--- src/rtl/instruction_fetch_unit.sv ---
// Fetch stage: holds the PC, reads instruction words over a req/ack handshake
// and hands them to control_unit, with branch redirect, squash, trap and fault.
module instruction_fetch_unit #(
  parameter int unsigned       WORD_W    = 20,
  parameter int unsigned       ADDR_W    = 20,
  parameter logic [ADDR_W-1:0] RESET_PC  = '0,
  parameter int unsigned       MEM_WORDS = 1024
) (
  input  logic              clk,
  input  logic              reset,
  input  logic              fetch_enable,
  input  logic              stall,
  input  logic              branch_taken,
  input  logic [ADDR_W-1:0] branch_target,
  output logic              imem_req,
  output logic [ADDR_W-1:0] imem_addr,
  input  logic              imem_ack,
  input  logic [WORD_W-1:0] imem_rdata,
  output logic [WORD_W-1:0] instruction,
  output logic              instr_valid,
  output logic [ADDR_W-1:0] pc,
  output logic              mem_violation_flag,
  output logic              trap_mode_flag
);

  // One extra bit so MEM_WORDS == 2**ADDR_W is still representable.
  localparam int unsigned        LIM_W     = ADDR_W + 1;
  localparam logic [LIM_W-1:0]   MEM_LIMIT = LIM_W'(MEM_WORDS);

  typedef enum logic [2:0] {IDLE, REQ, HOLD, TRAP, FAULT} state_t;

  state_t state;
  logic   squash;
  logic   pc_oob_c;

  assign pc_oob_c = ({1'b0, pc} >= MEM_LIMIT);

  always_ff @(posedge clk or posedge reset) begin
    if (reset) begin
      state              <= IDLE;
      pc                 <= RESET_PC;
      imem_req           <= 1'b0;
      imem_addr          <= '0;
      instruction        <= '0;
      instr_valid        <= 1'b0;
      mem_violation_flag <= 1'b0;
      trap_mode_flag     <= 1'b0;
      squash             <= 1'b0;
    end else begin
      case (state)
        IDLE: begin
          if (branch_taken) begin
            pc          <= branch_target;
            instr_valid <= 1'b0;
          end else if (fetch_enable && !stall) begin
            if (pc_oob_c) begin
              mem_violation_flag <= 1'b1;
              state              <= FAULT;
            end else begin
              imem_req  <= 1'b1;
              imem_addr <= pc;
              state     <= REQ;
            end
          end
        end

        // Request stays up until ack; a redirect without ack only marks it stale.
        REQ: begin
          if (branch_taken) begin
            pc <= branch_target;
            if (imem_ack) begin
              imem_req <= 1'b0;
              squash   <= 1'b0;
              state    <= IDLE;
            end else begin
              squash <= 1'b1;
            end
          end else if (imem_ack) begin
            imem_req <= 1'b0;
            if (squash) begin
              squash <= 1'b0;
              state  <= IDLE;
            end else begin
              instruction <= imem_rdata;
              instr_valid <= 1'b1;
              pc          <= pc + ADDR_W'(1);
              if (imem_rdata == '0) begin
                trap_mode_flag <= 1'b1;
                state          <= TRAP;
              end else begin
                state <= HOLD;
              end
            end
          end
        end

        HOLD: begin
          if (branch_taken) begin
            pc          <= branch_target;
            instr_valid <= 1'b0;
            state       <= IDLE;
          end else if (!stall) begin
            instr_valid <= 1'b0;
            state       <= IDLE;
          end
        end

        // Trap word is still handed over; only a redirect leaves this state.
        TRAP: begin
          if (branch_taken) begin
            pc             <= branch_target;
            trap_mode_flag <= 1'b0;
            instr_valid    <= 1'b0;
            state          <= IDLE;
          end else if (!stall) begin
            instr_valid <= 1'b0;
          end
        end

        FAULT: begin
          imem_req           <= 1'b0;
          instr_valid        <= 1'b0;
          mem_violation_flag <= 1'b1;
        end

        default: state <= IDLE;
      endcase
    end
  end

endmodule

--- config.mk ---
export PLATFORM = sky130hd
export DESIGN_NAME = instruction_fetch_unit
export DESIGN_NICKNAME = d
export VERILOG_FILES = /design/src/rtl/instruction_fetch_unit.sv
export SDC_FILE = /design/constraint.sdc
export NUM_CORES = 1
export LEC_CHECK = 0
export CAP_MARGIN = 20
export CORE_MARGIN = 5
export CORE_UTILIZATION = 50
export CTS_CLUSTER_DIAMETER = 60
export CTS_CLUSTER_SIZE = 28
export DETAILED_ROUTE_END_ITERATION = 16
export PLACE_DENSITY = 0.9
export SYNTH_ARGS = -nofsm -noshare
export SYNTH_HDL_FRONTEND = slang
export SYNTH_SLANG_ARGS = --single-unit
export TNS_END_PERCENT = 1
--- constraint.sdc ---
create_clock -name clk -period 4.3 [get_ports clk]
set_clock_uncertainty 0.05 [all_clocks]
set_input_delay 1.29 -clock clk [delete_from_list [all_inputs] [get_ports clk]]
set_output_delay 1.29 -clock clk [all_outputs]
set_load 0.05 [all_outputs]
**Word-level counts from Yosys, hierarchy flattened**

Cells that the tools add are included.
Widths: inputs -> output; s select.

- Bits in registers: 68
- Input bits: 46
- Output and inout bits: 64
- Word-level logic and storage cells: 95

- $add $sub $neg: 1
- Magnitude comparators: 1
- Equal/unequal tests: 19
- Multiplexer cells: 40
- Bitwise gates (word level): 4
- Reductions and logical operators: 21

Operators by type and width:

| operator | count |
|---|---|
| $mux 20 | 4 |
| $pmux 20 s2 | 1 |
| $mux 3 | 9 |
| $add 20x1->20 const B | 1 |
| $ge 20x11->1 const B | 1 |
| $logic_not 20->1 | 1 |
| $mux 1 | 20 |
| $ne 2x2->1 const B | 10 |
| $reduce_and 6->1 | 3 |
| $reduce_and 4->1 | 4 |
| $pmux 3 s5 | 1 |
| $ne 3x3->1 const B | 3 |
| $reduce_bool 2->1 | 4 |
| $eq 3x2->1 const B | 2 |
| $reduce_and 5->1 | 1 |
| $not 1->1 | 4 |
| $pmux 1 s2 | 2 |
| $pmux 1 s4 | 1 |
| $reduce_bool 4->1 | 1 |
| $eq 3x1->1 const B | 1 |
| $eq 3x3->1 const B | 1 |
| $logic_not 3->1 | 1 |
| $ne 3x2->1 const B | 1 |
| $pmux 1 s3 | 1 |
| other kinds (8) | 8 |

**Longest topological paths before layout**

Gate-level depths: netlist of the first run.

- Depth after elaboration: 6
- Depth in mapped cells: 6
- Gate-level depth less buffers: 5

**Worst setup path before layout of the first run**

OpenSTA, ideal clock, no wires.

- Path kind: input -> register
- Start: input branch_taken
- End: register imem_addr[5]
- Library setup time: 0.128 ns
- Data arrival time: 2.926 ns
- Data required time: 4.122 ns
- Slack: 1.196 ns
- Stages: 6
- Path buffers: 2
- Cells stage by stage: buf_2 > or4b_4 > or4_4 > nor2_4 > buf_6 > mux2_1

- Word-level cells in the longest chain between the ends: 2

Ends and longest elaborated chain:

| item | line | RTL |
|---|---|---|
| from (decl) | 13 | `input logic branch_taken,` |
| $not 1->1 (no source line) | n/a |  |
| $reduce_and 4->1 (no source line) | n/a |  |
| to (signal assigned) | 61 | `imem_addr <= pc;` |
| to (decl) | 16 | `output logic [ADDR_W-1:0] imem_addr,` |

Every way passes these cells.
A chain may end at the register's enable or synchronous reset.

**Worst setup path after layout of the first run**

- Start: input stall
- End: register imem_addr[5]

- Word-level cells in the longest chain between the ends: 3

Ends and longest elaborated chain:

| item | line | RTL |
|---|---|---|
| from (decl) | 12 | `input logic stall,` |
| $logic_not 1->1 | n/a |  |
| $logic_and 1x1->1 | 55 | `end else if (fetch_enable && !stall) begin` |
| $reduce_and 4->1 (no source line) | n/a |  |

Every way passes these cells.

==> results of run 1 <==
cell usage after synthesis (2+ instances only):
cell | number | share of area [%]
dfrtp_1 | 68 | 51
nor2_1 | 13 | 1.5
mux2_1 | 10 | 3.4
a21boi_0 | 2 | 0.45
a2bb2oi_1 | 7 | 1.8
ha_1 | 2 | 0.75
o21ai_0 | 11 | 1.7
and4_1 | 5 | 1.3
nor4_1 | 7 | 1.3
nand3_1 | 10 | 1.5
o211ai_1 | 11 | 2.5
buf_2 | 5 | 0.75
a22oi_1 | 3 | 0.68
o31ai_1 | 2 | 0.45
inv_1 | 13 | 1.5
a211oi_1 | 4 | 0.90
mux2_2 | 20 | 6.8
a21oi_1 | 11 | 1.7
clkbuf_1 | 17 | 1.9
and3_1 | 6 | 1.1
a32oi_1 | 3 | 0.79
nor2b_1 | 11 | 2.1
o2111ai_1 | 5 | 1.3
a31oi_1 | 2 | 0.38
or3_1 | 2 | 0.38
a41oi_1 | 2 | 0.53
mux2i_1 | 3 | 0.90
a221oi_1 | 3 | 0.79
nand4_1 | 6 | 1.1
buf_1 | 3 | 0.34
o22ai_1 | 9 | 1.7
nand2_1 | 7 | 0.79
path summary, 6_finish.rpt:
kind                                                 from                        endpoint  cells after the start
hold / removal             mem_violation_flag$_DFFE_PP0P_  mem_violation_flag$_DFFE_PP0P_                      2
min in group asynchronous                           reset       imem_addr[13]$_DFFE_PP0P_                      2
max in group asynchronous                           reset              pc[17]$_DFFE_PP0P_                      3
hold reg to reg            mem_violation_flag$_DFFE_PP0P_  mem_violation_flag$_DFFE_PP0P_                      2
setup / recovery                                    stall        imem_addr[5]$_DFFE_PP0P_                      5
setup reg to reg                     state[2]$_DFFE_PP0P_              pc[10]$_DFFE_PP0P_                      5
state kept, by name (all words and copies together) (netlist names):
| signal | count |
|---|---|
| instr_valid | 1 |
| mem_violation_flag | 1 |
| pc | 20 |
| instruction | 20 |
| imem_req | 1 |
| state | 3 |
| squash | 1 |
| imem_addr | 20 |
| trap_mode_flag | 1 |
routing by layer:
layer,GRT usage (%),up-vias,routed length [um]
met4,8.04,0,124
met3,7.60,13,998
met1,29.4,1472,3720
met2,36.0,172,4590
met5,0,-,0
li1,-,1365,-
cell type report:
class                           count  area [um2]
Inverter                           13        48.8
Sequential cell                    68        1700
Clock inverter                      5        83.8
Timing Repair Buffer              117        1150
Tap cell                           77        96.3
Multi-Input combinational cell    198        1470
Clock buffer                       11         151
Fill cell                         433        1720
logic make-up (layout without fill, tap and decap cells):
| group | count (synthesis) | in the layout | synth area share, % |
|---|---|---|---|
| buf+inv | 39 | 146 | 4.81 |
| compound gates | 87 | 87 | 18.7 |
| simple gates | 76 | 76 | 13.5 |
| fa+ha+maj | 2 | 2 | 0.752 |
| mux | 33 | 33 | 11.1 |
| flops | 68 | 68 | 51.1 |
tightest hold or removal path, cell delays in order, from the launching register on:
cell	delay, ns
dfrtp_1	0.35
inv_1	0.04
o31ai_1	0.05
power groups by stage:
stage                     Sequential [mW]  Clock [mW]  Combinational (mW)
after global routing                 1.12       0.644                1.75
after detailed placement             1.09           0                1.66
final                                1.09       0.610                1.67
after CTS                            1.08       0.617                1.67
after global placement               1.07           0                1.63
after floorplan                      1.67           0               0.493
==> flow_summary_export.csv, run 1 <==
group,metric,value,unit
clock_tree,ctsRootBufferMaster,"clkbuf_8",
place,hpwl,6680,um
yosys,syn_area,0.00333,mm2
place,portBuffers,109,
sta,timing.fmax,0.300,GHz
clock_tree,cts_buffers,9,
layout,post_layout_nonfiller_instances,489,
yosys,synth-seq-cells,68,
power_and_ir_drop,power,3.37,mW
yosys,postSynthAreaPerCell,10.9,um2
route,viasPerCell,6.18,
sta,fin_crit_sh,77.6,%
sta,tns,0,ns
route,post_drt_wl_per_cell,19.3,um
layout,mostFrequentLayoutCell,"clkdlybuf4s50_1",
sta,holdWs,0.428,ns
clock_tree,clkLatencyLatePin,0.34,ns
sta,setup_viol,0,
global_route,antenna_found_initial,0,
clock_tree,post-cts-setup-buffers,0,
route,drt_wl_total,9440,um
clock_tree,cts-hold-fix-buffers,0,
status,status,"complete, no violations",
global_route,grt_overflow,0,
yosys,async_flop_share,100,%
floorplan,die_h,91.6,um
layout,drive_gt1_share,12.4,%
route,drt_first_pass_iters,5,
power_and_ir_drop,power_density,718,mW/mm2
flow_run,max-cap-violations,0,
layout,layout_common_cells,"clkdlybuf4s50_1 (109), dfrtp_1 (68), mux2_2 (20)",
critical_path,path_class,"primary input to flip-flop",
floorplan,core_area,0.00642,mm2
sta,maxSlewHeadroom,48.1,%
layout,nets,455,
yosys,syn_nets,353,
layout,syn_to_final_growth,41.2,%
place,place.gp.congestion,0.852,
critical_path,cp_max_fo,20,
power_and_ir_drop,intPower,1.79,mW
sta,setup_ws,0.964,ns
yosys,synth_edf_count,0,
place,placed_area,0.00446,mm2
critical_path,cp.arrival,3.51,ns
layout,n_antenna_cell,0,
critical_path,crit_path_end_kind,"flip-flop",
critical_path,slowest_delay,0.51,ns
power_and_ir_drop,netSwitchingFraction,46.8,%
floorplan,fp.dieW,91.6,um
global_route,grt_pass1_wl,15500,um
yosys,ys_warn_count,0,
power_and_ir_drop,pwr-share-clk,18.1,%
critical_path,worst_ep_required_time,4.47,ns
yosys,synth_cell_type_count,54,
critical_path,start_kind,"primary input",
floorplan,io_pins,110,
critical_path,critical_path.slowest_cell,"or4b_4",
power_and_ir_drop,seq_power_share,32.4,%
critical_path,timing.critical_path.cells,"clkdlybuf4s50_1, or4b_4, or4_4, nor2_4, mux2_1",
power_and_ir_drop,p_sw,1.58,mW
power_and_ir_drop,power_frac_comb,49.6,%
critical_path,path_buf_inv,1,
global_route,grt_max_degree,39,
route,vias,3022,
yosys,yosysSeqAreaShare,51.1,%
yosys,synthesis.instances,305,
global_route,grt_usage,22.8,%
place,dp_slack,0.621,ns
sta,drv_slew,0,
power_and_ir_drop,p_leak,1.97,nW
route,drc_errors,0,
route,antenna_left,0,
clock_tree,cts_tree,"built",
floorplan,initial_core_util,51.8,%
critical_path,critical-path-top-delay-family,"simple AND/OR/NAND/NOR gates",
route,drtIter0Drc,318,
clock_tree,clk_pin_slew,0.08,ns
sta,rsz0062_at_grt,"false",
min_path,min_path_type,"flip-flop to flip-flop",
layout,final_area,0.00470,mm2
clock_tree,cts_resized,0,
global_route,grt_pass1_vias,3088,
power_and_ir_drop,vdd_drop_max,0.666,mV
sta,worst_pin_slew,0.778,ns
clock_tree,htreeDepth,3,
yosys,synth_ff_type,"dfrtp_1",
floorplan,num_rows,29,
floorplan,die-area,0.00839,mm2
sta,min_period,3.34,ns
layout,fin_util,73.2,%
sta,final_hold_viol_count,0,
clock_tree,cts_sinks,68,
critical_path,r2r_slack,1.60,ns
clock_tree,clk_path_buf_depth,2,
place,place_inst,473,
Note: power is estimated with default switching activity, not from simulation.
==> run 2, diff against run 1 <==
- CORE_UTILIZATION: 50 -> 42
- PLACE_DENSITY: 0.9 -> 0.81
- clock period: 4.3 -> 2.9 ns (I/O delays scaled with it)
==> run 2 against run 1 <==
Die area rose by 17%. Worst hold slack got worse by 0.0022 ns. Global-route usage fell by 4.1 points. Largest cell class unchanged. Largest power group unchanged.
==> flow_summary_export.csv, run 2 (synthesized netlist as in run 1, its figures left out) <==
group,metric,value,unit
global_route,grt_pass1_vias,2996,
power_and_ir_drop,p_leak,2.04,nW
route,post_drt_wl_per_cell,17.6,um
critical_path,r2r_slack,0.56,ns
global_route,grt_pass1_wl,14900,um
layout,mostFrequentLayoutCell,"clkdlybuf4s50_1",
route,vias,3030,
layout,top_regs,"imem_addr (20), instruction (20), pc (20)",
min_path,min_path_type,"flip-flop to flip-flop",
global_route,grt_usage,18.7,%
global_route,grtUsageMet1,24.3,%
critical_path,timing.critical_path.cells,"clkdlybuf4s50_1, or4b_4, or4_4, nor2_4, buf_12, mux2_1",
global_route,grt_util_met2,29.5,%
critical_path,start_kind,"primary input",
clock_tree,cts_sinks,68,
layout,layout_common_cells,"clkdlybuf4s50_1 (109), dfrtp_1 (68), mux2_2 (20)",
sta,fin_crit_sh,93.5,%
global_route,use_met3,6.23,%
layout,post_layout_nonfiller_instances,524,
layout,nets,465,
power_and_ir_drop,vdd_drop_max,0.677,mV
power_and_ir_drop,power_density,1040,mW/mm2
layout,n_antenna_cell,0,
clock_tree,cts-hold-fix-buffers,0,
flow_run,max-cap-violations,0,
sta,worst_pin_slew,0.542,ns
route,drtIter0Drc,106,
floorplan,fp.dieW,99,um
sta,drv_slew,0,
floorplan,die_h,99,um
clock_tree,ctsRootBufferMaster,"clkbuf_8",
critical_path,path_buf_inv,2,
status,status,"complete, no violations",
critical_path,worst_ep_required_time,3.06,ns
global_route,antenna_found_initial,0,
clock_tree,cts_buffers,9,
global_route,grt_max_degree,69,
route,drt_first_pass_iters,4,
sta,maxSlewHeadroom,63.8,%
layout,nFillCells,641,
place,portBuffers,109,
clock_tree,clkLatencyLatePin,0.34,ns
clock_tree,clk_path_buf_depth,2,
floorplan,io_pins,110,
route,drc_errors,0,
critical_path,slowest_delay,0.53,ns
clock_tree,clk_pin_slew,0.07,ns
clock_tree,htreeDepth,3,
route,drt_wl_total,9240,um
sta,setup_viol,0,
route,antenna_left,0,
critical_path,critical-path-top-delay-family,"simple AND/OR/NAND/NOR gates",
place,hpwl,6560,um
sta,final_hold_viol_count,0,
critical_path,critical_path.slowest_cell,"or4b_4",
sta,timing.fmax,0.369,GHz
floorplan,core_area,0.00773,mm2
sta,holdWs,0.425,ns
critical_path,crit_start,"branch_taken",
place,place.gp.congestion,0.845,
critical_path,cp.arrival,2.88,ns
place,place_inst,508,
sta,min_period,2.71,ns
min_path,min_from,"mem_violation_flag$_DFFE_PP0P_",
layout,drive_gt1_share,14.5,%
floorplan,num_rows,32,
sta,rsz0062_at_grt,"false",
global_route,grt_overflow,0,
clock_tree,cts_tree,"built",
floorplan,initial_core_util,43.1,%
clock_tree,cts_resized,0,
layout,syn_to_final_growth,46.1,%
critical_path,path_class,"primary input to flip-flop",
global_route,busiest_layer,"met2",
critical_path,crit_path_end_kind,"flip-flop",
critical_path,cp_max_fo,12,
critical_path,r2r-start,"state[0]$_DFFE_PP0P_",
clock_tree,post-cts-setup-buffers,0,
floorplan,die-area,0.00980,mm2
route,viasPerCell,5.78,
## run 2: final timing paths
path | to | depth (start not counted)
min in group asynchronous | imem_addr[16]$_DFFE_PP0P_ | 3
hold reg to reg | mem_violation_flag$_DFFE_PP0P_ | 2
setup reg to reg | imem_addr[8]$_DFFE_PP0P_ | 5
hold / removal | mem_violation_flag$_DFFE_PP0P_ | 2
setup / recovery | imem_addr[8]$_DFFE_PP0P_ | 6
max in group asynchronous | imem_addr[0]$_DFFE_PP0P_ | 3
## run 2: per-stage QoR
stage	area, um2	util [%]	setup WS (ns)	total power, mW	TNS, ns
2_1_floorplan	3330	-	0.216	3.20	0
3_3_place_gp	4620	59.8	-0.136	4.08	-1.35
3_5_place_dp	4620	59.8	-0.171	4.14	-1.77
4_1_cts	4860	62.9	0.186	5.10	0
5_1_grt	4860	62.9	0.150	5.32	0
6_report	4860	62.9	0.188	5.08	0
## run 2: report_power, final
group / internal, mW / switching, mW
logic: 0.935 / 1.65
registers: 1.24 / 0.321
clock network: 0.573 / 0.359
## run 2: layout make-up
cell class	count	area (um2)	share of cell area, %
clock buffers	10	128	2.63
repair buffers	127	1280	26.3
well taps	102	128	2.63
multi-input cells	198	1470	30.2
flip-flops and latches	68	1700	35.0
clock inverters	6	111	2.29
inverters	13	48.8	1.00
## run 2: per-layer routing
metal	wire length, um	vias up
li1	-	1389
met5	0	-
met1	3890	1465
met4	182	0
met2	4230	155
met3	940	21
## run 2: worst register-to-register path, delay by kind of cell (launching register included)
kind                   cells  cell delay (ns)
buffers and inverters      1             0.15
multiplexers               1             0.32
flip-flops                 1             0.54
AND/OR/NAND/NOR            3             1.16
==> run 3, diff against run 2 <==
- SETUP_SLACK_MARGIN: not set -> 0.05
==> results of run 3 <==
No change in the layout: final DEF, timing and power equal those of run 2.
